[src/rtl/cpu_isa_pkg.sv]
// Instruction-set constants for the Tetris CPU controller: ALU ops, instruction
// classes, branch conditions, PSR bit positions and controller state encoding.
package cpu_isa_pkg;

  localparam logic [3:0] OP_ADD = 4'd0;
  localparam logic [3:0] OP_SUB = 4'd1;
  localparam logic [3:0] OP_CMP = 4'd2;
  localparam logic [3:0] OP_AND = 4'd3;
  localparam logic [3:0] OP_OR  = 4'd4;
  localparam logic [3:0] OP_XOR = 4'd5;
  localparam logic [3:0] OP_LSH = 4'd6;
  localparam logic [3:0] OP_LUI = 4'd7;

  localparam logic [3:0] CL_RTYPE     = 4'h0;
  localparam logic [3:0] CL_IMM_FIRST = 4'h1;
  localparam logic [3:0] CL_IMM_LAST  = 4'h8;
  localparam logic [3:0] CL_LOAD      = 4'h9;
  localparam logic [3:0] CL_STOR      = 4'hA;
  localparam logic [3:0] CL_BRANCH    = 4'hB;
  localparam logic [3:0] CL_HALT      = 4'hF;

  localparam logic [3:0] CC_EQ = 4'd0;
  localparam logic [3:0] CC_NE = 4'd1;
  localparam logic [3:0] CC_CS = 4'd2;
  localparam logic [3:0] CC_FS = 4'd3;
  localparam logic [3:0] CC_LT = 4'd4;
  localparam logic [3:0] CC_GT = 4'd5;
  localparam logic [3:0] CC_UC = 4'd6;

  // psr = {Z,C,F,L,N}
  localparam int PSR_Z = 4;
  localparam int PSR_C = 3;
  localparam int PSR_F = 2;
  localparam int PSR_L = 1;
  localparam int PSR_N = 0;

  typedef enum logic [2:0] {S_FETCH, S_DECODE, S_EXEC, S_MEM, S_HALT} state_t;
  typedef enum logic [2:0] {K_NOP, K_ALU, K_LOAD, K_STOR, K_BRANCH, K_HALT} kind_t;

  function automatic logic cond_met(input logic [3:0] cc, input logic [4:0] flags);
    case (cc)
      CC_EQ:   cond_met = flags[PSR_Z];
      CC_NE:   cond_met = !flags[PSR_Z];
      CC_CS:   cond_met = flags[PSR_C];
      CC_FS:   cond_met = flags[PSR_F];
      CC_LT:   cond_met = flags[PSR_L];
      CC_GT:   cond_met = !flags[PSR_L] && !flags[PSR_Z];
      CC_UC:   cond_met = 1'b1;
      default: cond_met = 1'b0;
    endcase
  endfunction

endpackage

[src/rtl/cpu_control_fsm_imm_gen.sv]
// Immediate extension: sign-extend for arithmetic/shift and branch displacement,
// zero-extend for logic ops, imm8<<8 for LUI.
module imm_gen (
  input  logic [3:0]  cls,
  input  logic [7:0]  imm8,
  output logic [15:0] imm
);
  import cpu_isa_pkg::*;

  logic [3:0] op;

  always_comb begin
    op  = cls - 4'd1;
    imm = 16'h0000;
    if (cls >= CL_IMM_FIRST && cls <= CL_IMM_LAST) begin
      case (op)
        OP_ADD, OP_SUB, OP_CMP, OP_LSH: imm = {{8{imm8[7]}}, imm8};
        OP_AND, OP_OR, OP_XOR:          imm = {8'h00, imm8};
        OP_LUI:                         imm = {imm8, 8'h00};
        default:                        imm = 16'h0000;
      endcase
    end else if (cls == CL_BRANCH) begin
      imm = {{8{imm8[7]}}, imm8};
    end
  end

endmodule

[src/rtl/cpu_control_fsm.sv]
// Multi-cycle instruction controller: fetch/decode/exec/mem sequencing for the
// 16-bit datapath with a req/ack memory port.
//
// state  | meaning
// FETCH  | mem_rd at pc until ack; latch decoded fields, pc+1
// DECODE | selects/imm presented, no strobes
// EXEC   | ALU write/PSR strobes, branch resolve
// MEM    | LOAD/STOR at reg_b_data until ack
// HALT   | parked, no requests, left only by reset
module cpu_control_fsm #(
  parameter logic [15:0] PC_RESET = 16'h0000,
  parameter int          ADDR_W   = 16
) (
  input  logic              clk,
  input  logic              reset,
  input  logic [15:0]       mem_rdata,
  input  logic              mem_ack,
  output logic [ADDR_W-1:0] mem_addr,
  output logic              mem_rd,
  output logic              mem_wr,
  input  logic [15:0]       reg_a_data,
  input  logic [15:0]       reg_b_data,
  input  logic [4:0]        psr,
  output logic [3:0]        dp_opcode,
  output logic [3:0]        dp_ra,
  output logic [3:0]        dp_rb,
  output logic [15:0]       dp_imm,
  output logic              dp_imm_sel,
  output logic              dp_wr,
  output logic              dp_wb_sel,
  output logic              dp_psr_en,
  output logic [15:0]       pc,
  output logic              halted
);
  import cpu_isa_pkg::*;

  state_t     state;
  kind_t      kind_q;
  logic [3:0] cond_q;

  logic [3:0]  ins_cls;
  kind_t       nx_kind;
  logic [3:0]  nx_op, nx_ra, nx_rb;
  logic        nx_imm_sel;
  logic [15:0] nx_imm;

  // Store data goes straight from port A to memory and N has no condition code.
  logic unused_inputs;
  assign unused_inputs = ^{reg_a_data, psr[PSR_N]};

  assign ins_cls = mem_rdata[15:12];

  imm_gen u_imm_gen (
    .cls  (ins_cls),
    .imm8 (mem_rdata[7:0]),
    .imm  (nx_imm)
  );

  always_comb begin
    nx_kind    = K_NOP;
    nx_op      = OP_ADD;
    nx_ra      = 4'h0;
    nx_rb      = 4'h0;
    nx_imm_sel = 1'b0;
    if (ins_cls == CL_RTYPE) begin
      nx_op = mem_rdata[7:4];
      nx_ra = mem_rdata[11:8];
      nx_rb = mem_rdata[3:0];
      if (!mem_rdata[7]) nx_kind = K_ALU;
    end else if (ins_cls >= CL_IMM_FIRST && ins_cls <= CL_IMM_LAST) begin
      nx_op      = ins_cls - 4'd1;
      nx_ra      = mem_rdata[11:8];
      nx_imm_sel = 1'b1;
      nx_kind    = K_ALU;
    end else begin
      case (ins_cls)
        CL_LOAD, CL_STOR: begin
          nx_ra   = mem_rdata[11:8];
          nx_rb   = mem_rdata[3:0];
          nx_kind = (ins_cls == CL_LOAD) ? K_LOAD : K_STOR;
        end
        CL_BRANCH: nx_kind = K_BRANCH;
        CL_HALT:   nx_kind = K_HALT;
        default:   nx_kind = K_NOP;
      endcase
    end
  end

  always_ff @(posedge clk or posedge reset) begin
    if (reset) begin
      state      <= S_FETCH;
      pc         <= PC_RESET;
      kind_q     <= K_NOP;
      cond_q     <= 4'h0;
      dp_opcode  <= 4'h0;
      dp_ra      <= 4'h0;
      dp_rb      <= 4'h0;
      dp_imm     <= 16'h0000;
      dp_imm_sel <= 1'b0;
    end else begin
      case (state)
        S_FETCH: begin
          if (mem_ack) begin
            kind_q     <= nx_kind;
            cond_q     <= mem_rdata[11:8];
            dp_opcode  <= nx_op;
            dp_ra      <= nx_ra;
            dp_rb      <= nx_rb;
            dp_imm     <= nx_imm;
            dp_imm_sel <= nx_imm_sel;
            pc         <= pc + 16'd1;
            state      <= S_DECODE;
          end
        end
        S_DECODE: state <= S_EXEC;
        S_EXEC: begin
          // pc already points past the branch, so the displacement is relative to pc+1
          if (kind_q == K_BRANCH && cond_met(cond_q, psr)) pc <= pc + dp_imm;
          case (kind_q)
            K_LOAD, K_STOR: state <= S_MEM;
            K_HALT:         state <= S_HALT;
            default:        state <= S_FETCH;
          endcase
        end
        S_MEM:   if (mem_ack) state <= S_FETCH;
        default: state <= S_HALT;
      endcase
    end
  end

  // Requests decode from state so a same-cycle ack gives zero-wait timing; reset drops them at once.
  assign mem_rd    = !reset && (state == S_FETCH || (state == S_MEM && kind_q == K_LOAD));
  assign mem_wr    = !reset && state == S_MEM && kind_q == K_STOR;
  assign mem_addr  = (state == S_MEM) ? ADDR_W'(reg_b_data) : ADDR_W'(pc);
  assign dp_wb_sel = mem_rd && state == S_MEM && mem_ack;
  assign dp_wr     = (state == S_EXEC && kind_q == K_ALU && dp_opcode != OP_CMP) || dp_wb_sel;
  assign dp_psr_en = state == S_EXEC && kind_q == K_ALU && (dp_opcode inside {OP_ADD, OP_SUB, OP_CMP});
  assign halted    = state == S_HALT;

endmodule

[config.mk]
export PLATFORM = sky130hd
export DESIGN_NAME = cpu_control_fsm
export DESIGN_NICKNAME = d
export VERILOG_FILES = /design/src/rtl/cpu_isa_pkg.sv /design/src/rtl/cpu_control_fsm_imm_gen.sv /design/src/rtl/cpu_control_fsm.sv
export SDC_FILE = /design/constraint.sdc
export NUM_CORES = 1
export LEC_CHECK = 0
export CORE_MARGIN = 5
export CORE_UTILIZATION = 46
export DETAILED_ROUTE_END_ITERATION = 10
export GPL_ROUTABILITY_DRIVEN = 0
export PLACE_DENSITY = 0.91
export SYNTH_ARGS = -nofsm -noshare
export SYNTH_HDL_FRONTEND = slang
export SYNTH_SLANG_ARGS = --single-unit
[constraint.sdc]
create_clock -name clk -period 3.7 [get_ports clk]
set_input_delay 1.11 -clock clk [delete_from_list [all_inputs] [get_ports clk]]
set_output_delay 1.11 -clock clk [all_outputs]
set_load 0.01 [all_outputs]
==> key figures <==
Global routing
  • Grt ovf: 0
  • Antenna violations before repair: 0
  • First-pass GRT wire length: 16.1 mm
  • GR Util All Layers: 0.201
  • Pin count of the biggest net entering global routing: 56
  • Vias in the first global route: 3449

Final layout
  • Final core utilization: 0.638
  • Area growth syn-to-layout: 35.6%
  • # nets final: 608
  • Antenna diodes: 0
  • Share of layout cells above drive strength 1: 0.0621

Setup path
  • Crit. End Element: primary output
  • Crit Path Category: in2out
  • WP data arrival: 2.52 ns
  • CP startpoint kind: primary input
  • Crit Path Max Fanout: 2
  • Setup slack, reg-to-reg: 0.63 ns
  • WP data required: 2.59 ns

Yosys
  • Number of synthesized flops with an enable pin: 0
  • Post-synth net total: 502
  • Syn_area_per_cell: 8.53 um2
  • Synth cell types: 54
  • Post-Synthesis Cells: 424
  • Sequential area share after synthesis: 0.381
  • Ranking of synthesized cells by area: dfrtp_1 38%, nand2_1 10%, ha_1 7.3%
  • Ys async rst share: 1.00
  • Synth Warn #: 0
  • Syn Std Cell Area: 3610 um2
  • Area leader, netlist: dfrtp_1
  • Synthesized flop and latch total: 55
  • Top-area cell type share of the netlist area: 0.381
  • Top flip-flop cell by instance count after synthesis: dfrtp_1

Routing
  • Total number of vias: 3504
  • Routed WL per cell: 15.6 um
  • DR pass1 iterations: 5
  • WL final: 9.89 mm
  • DRC violation total after the first TritonRoute iteration: 193
  • Post-route DRC violation count: 0
  • Via/cell ratio: 5.54
  • Post-route ant nets: 0

Clocking
  • Clock slew at reported path FFs: 0.09 ns
  • Clk_lat worst skew: 0.31 ns
  • CTS Sinks: 55
  • # H-tree levels: 2
  • CTS tree: done
  • CTS Buf Count: 5
  • Root Buffer: clkbuf_8
  • Max Root-Sink Buffers: 2

STA
  • Final min period: 3.63 ns
  • Tcrit/Tclk final: 0.981
  • Fmax: 275 MHz
  • Fin Hold WS: 0.502 ns
  • Worst-Margin Slew: 0.681 ns
  • Rel. slew slack: 0.546
  • Final Max Tran Viols: 0
  • Worst Clk Skew: 0.00792 ns
  • Final Hold Vio Count: 0
  • Unrepaired setup endpoints after global routing: no
  • Final setup viols: 0

Floorplanning
  • Die height: 98.6 um
  • Core area: 7690 um2
  • I/O Pins: 123
  • Die W: 98.6 um
  • Starting Density: 0.470
  • DIE AREA: 9730 um2
  • Row Count: 32

Placement
  • PortBufs: 105
  • Final HPWL DP: 7.56 mm

Power
  • P_leak: 0.00220 uW
  • Power Total: 3330 uW
  • P per Cell Area: 680 nW/um2
  • Maximum VDD drop: 0.000393 V

Flow run
  • Max Cap Viol: 0

Min path
  • HP Class: reg2reg

Status
  • Status: finished clean
## sequential cells by signal (all words and copies together), names as in the netlist
register and flops:
dp_imm 16, pc 16, cond_q 4, dp_opcode 4, dp_ra 4, dp_rb 4
kind_q 3, state 3, dp_imm_sel 1
## critical path, cell delays in order
cell	delay [ns]
clkdlybuf4s50_1	0.44
nor3_2	0.21
buf_4	0.15
buf_4	0.09
clkdlybuf4s50_1	0.52
## kinds of logic after synthesis
group / Yosys count / synth area share
muxes: 4 / 0.0121
buffers and inverters: 27 / 0.0346
xor gates and xnor gates: 15 / 0.0363
AOI/OAI and AO/OA: 123 / 0.222
and+or+nand+nor: 178 / 0.236
adders and majority gates: 22 / 0.0782
DFF: 55 / 0.381
## report_power, final
group	internal, uW	switching (uW)
Sequential	844	265
Combinational	991	879
Clock	154	200
Total	1990	1340
## cells in the mapped netlist (5+ instances only)
library cell,instances
nor3_1,15
inv_1,9
a22o_1,12
o21ai_0,36
nor2_1,13
nand2b_1,5
nand3_1,6
xor2_1,8
and2_1,18
o21a_1,12
clkbuf_1,13
a21oi_1,31
xnor2_1,7
dfrtp_1,55
ha_1,21
nand2_1,98
## layout by cell type (no fill, tap or decap), drive strengths merged, types with 3 or more instances in the layout
cell type | synthesis | routed
o31ai | 3 | 3
nand2 | 98 | 98
nor2 | 14 | 14
a21o | 3 | 3
inv | 9 | 9
buf | 5 | 12
and2 | 18 | 18
nand3b | 4 | 4
o21a | 12 | 12
a2111oi | 4 | 4
clkbuf | 13 | 7
nand3 | 6 | 6
dfrtp | 55 | 55
nor4b | 4 | 4
nand2b | 5 | 5
nor3 | 15 | 15
a22o | 12 | 12
clkdlybuf4s50 | 0 | 102
o22ai | 3 | 3
xor2 | 8 | 8
o21ai | 36 | 36
ha | 21 | 21
nor3b | 5 | 5
mux2 | 3 | 3
a21oi | 31 | 31
xnor2 | 7 | 7
## layout make-up
type,instances,area (um2)
fillers,647,2790
multi-input cells,342,2120
flip-flops and latches,55,1380
repair buffers,117,1140
well taps,102,128
clock buffers,7,86.3
inverters,9,33.8
clock inverters,1,8.76
## metal layers
layer,track usage,share of wire,up-vias
met2,0.360,0.50,134
met5,0,0,-
met3,0.0432,0.065,15
met4,0.0567,0.019,0
met1,0.242,0.42,1637
li1,-,-,1718
## final timing paths
path / from / to / depth (start not counted)
setup reg to reg: state[1]$_DFFE_PP0P_ / pc[8]$_DFFE_PP0P_ / 11
max in group asynchronous: reset / dp_imm[13]$_DFFE_PP0P_ / 4
setup / recovery: reset / mem_rd / 5
hold / removal: dp_ra[3]$_DFFE_PP0P_ / dp_ra[3]$_DFFE_PP0P_ / 2
min in group asynchronous: reset / dp_opcode[0]$_DFFE_PP0P_ / 4
hold reg to reg: dp_ra[3]$_DFFE_PP0P_ / dp_ra[3]$_DFFE_PP0P_ / 2
## stage by stage
step | instance area, um2 | setup TNS (ns) | std cells | setup slack, ns
after global routing | 4900 | 0 | 633 | 0.0370
after global placement | 4780 | -0.0832 | 624 | -0.0457
after detailed placement | 4780 | -0.117 | 624 | -0.0715
after floorplan | 3610 | 0 | 424 | 0.708
final | 4900 | 0 | 633 | 0.0688
after CTS | 4880 | 0 | 632 | 0.000250
## repair_timing
action                     in CTS  in global routing
pin swaps                       1                  1
setup endpoints to repair       3                  2
resized for setup               2                  3
hold buffers                    0                  0
buffers inserted                0                  1
gates cloned                    0                  0
Power figures use the tool's default switching activity.
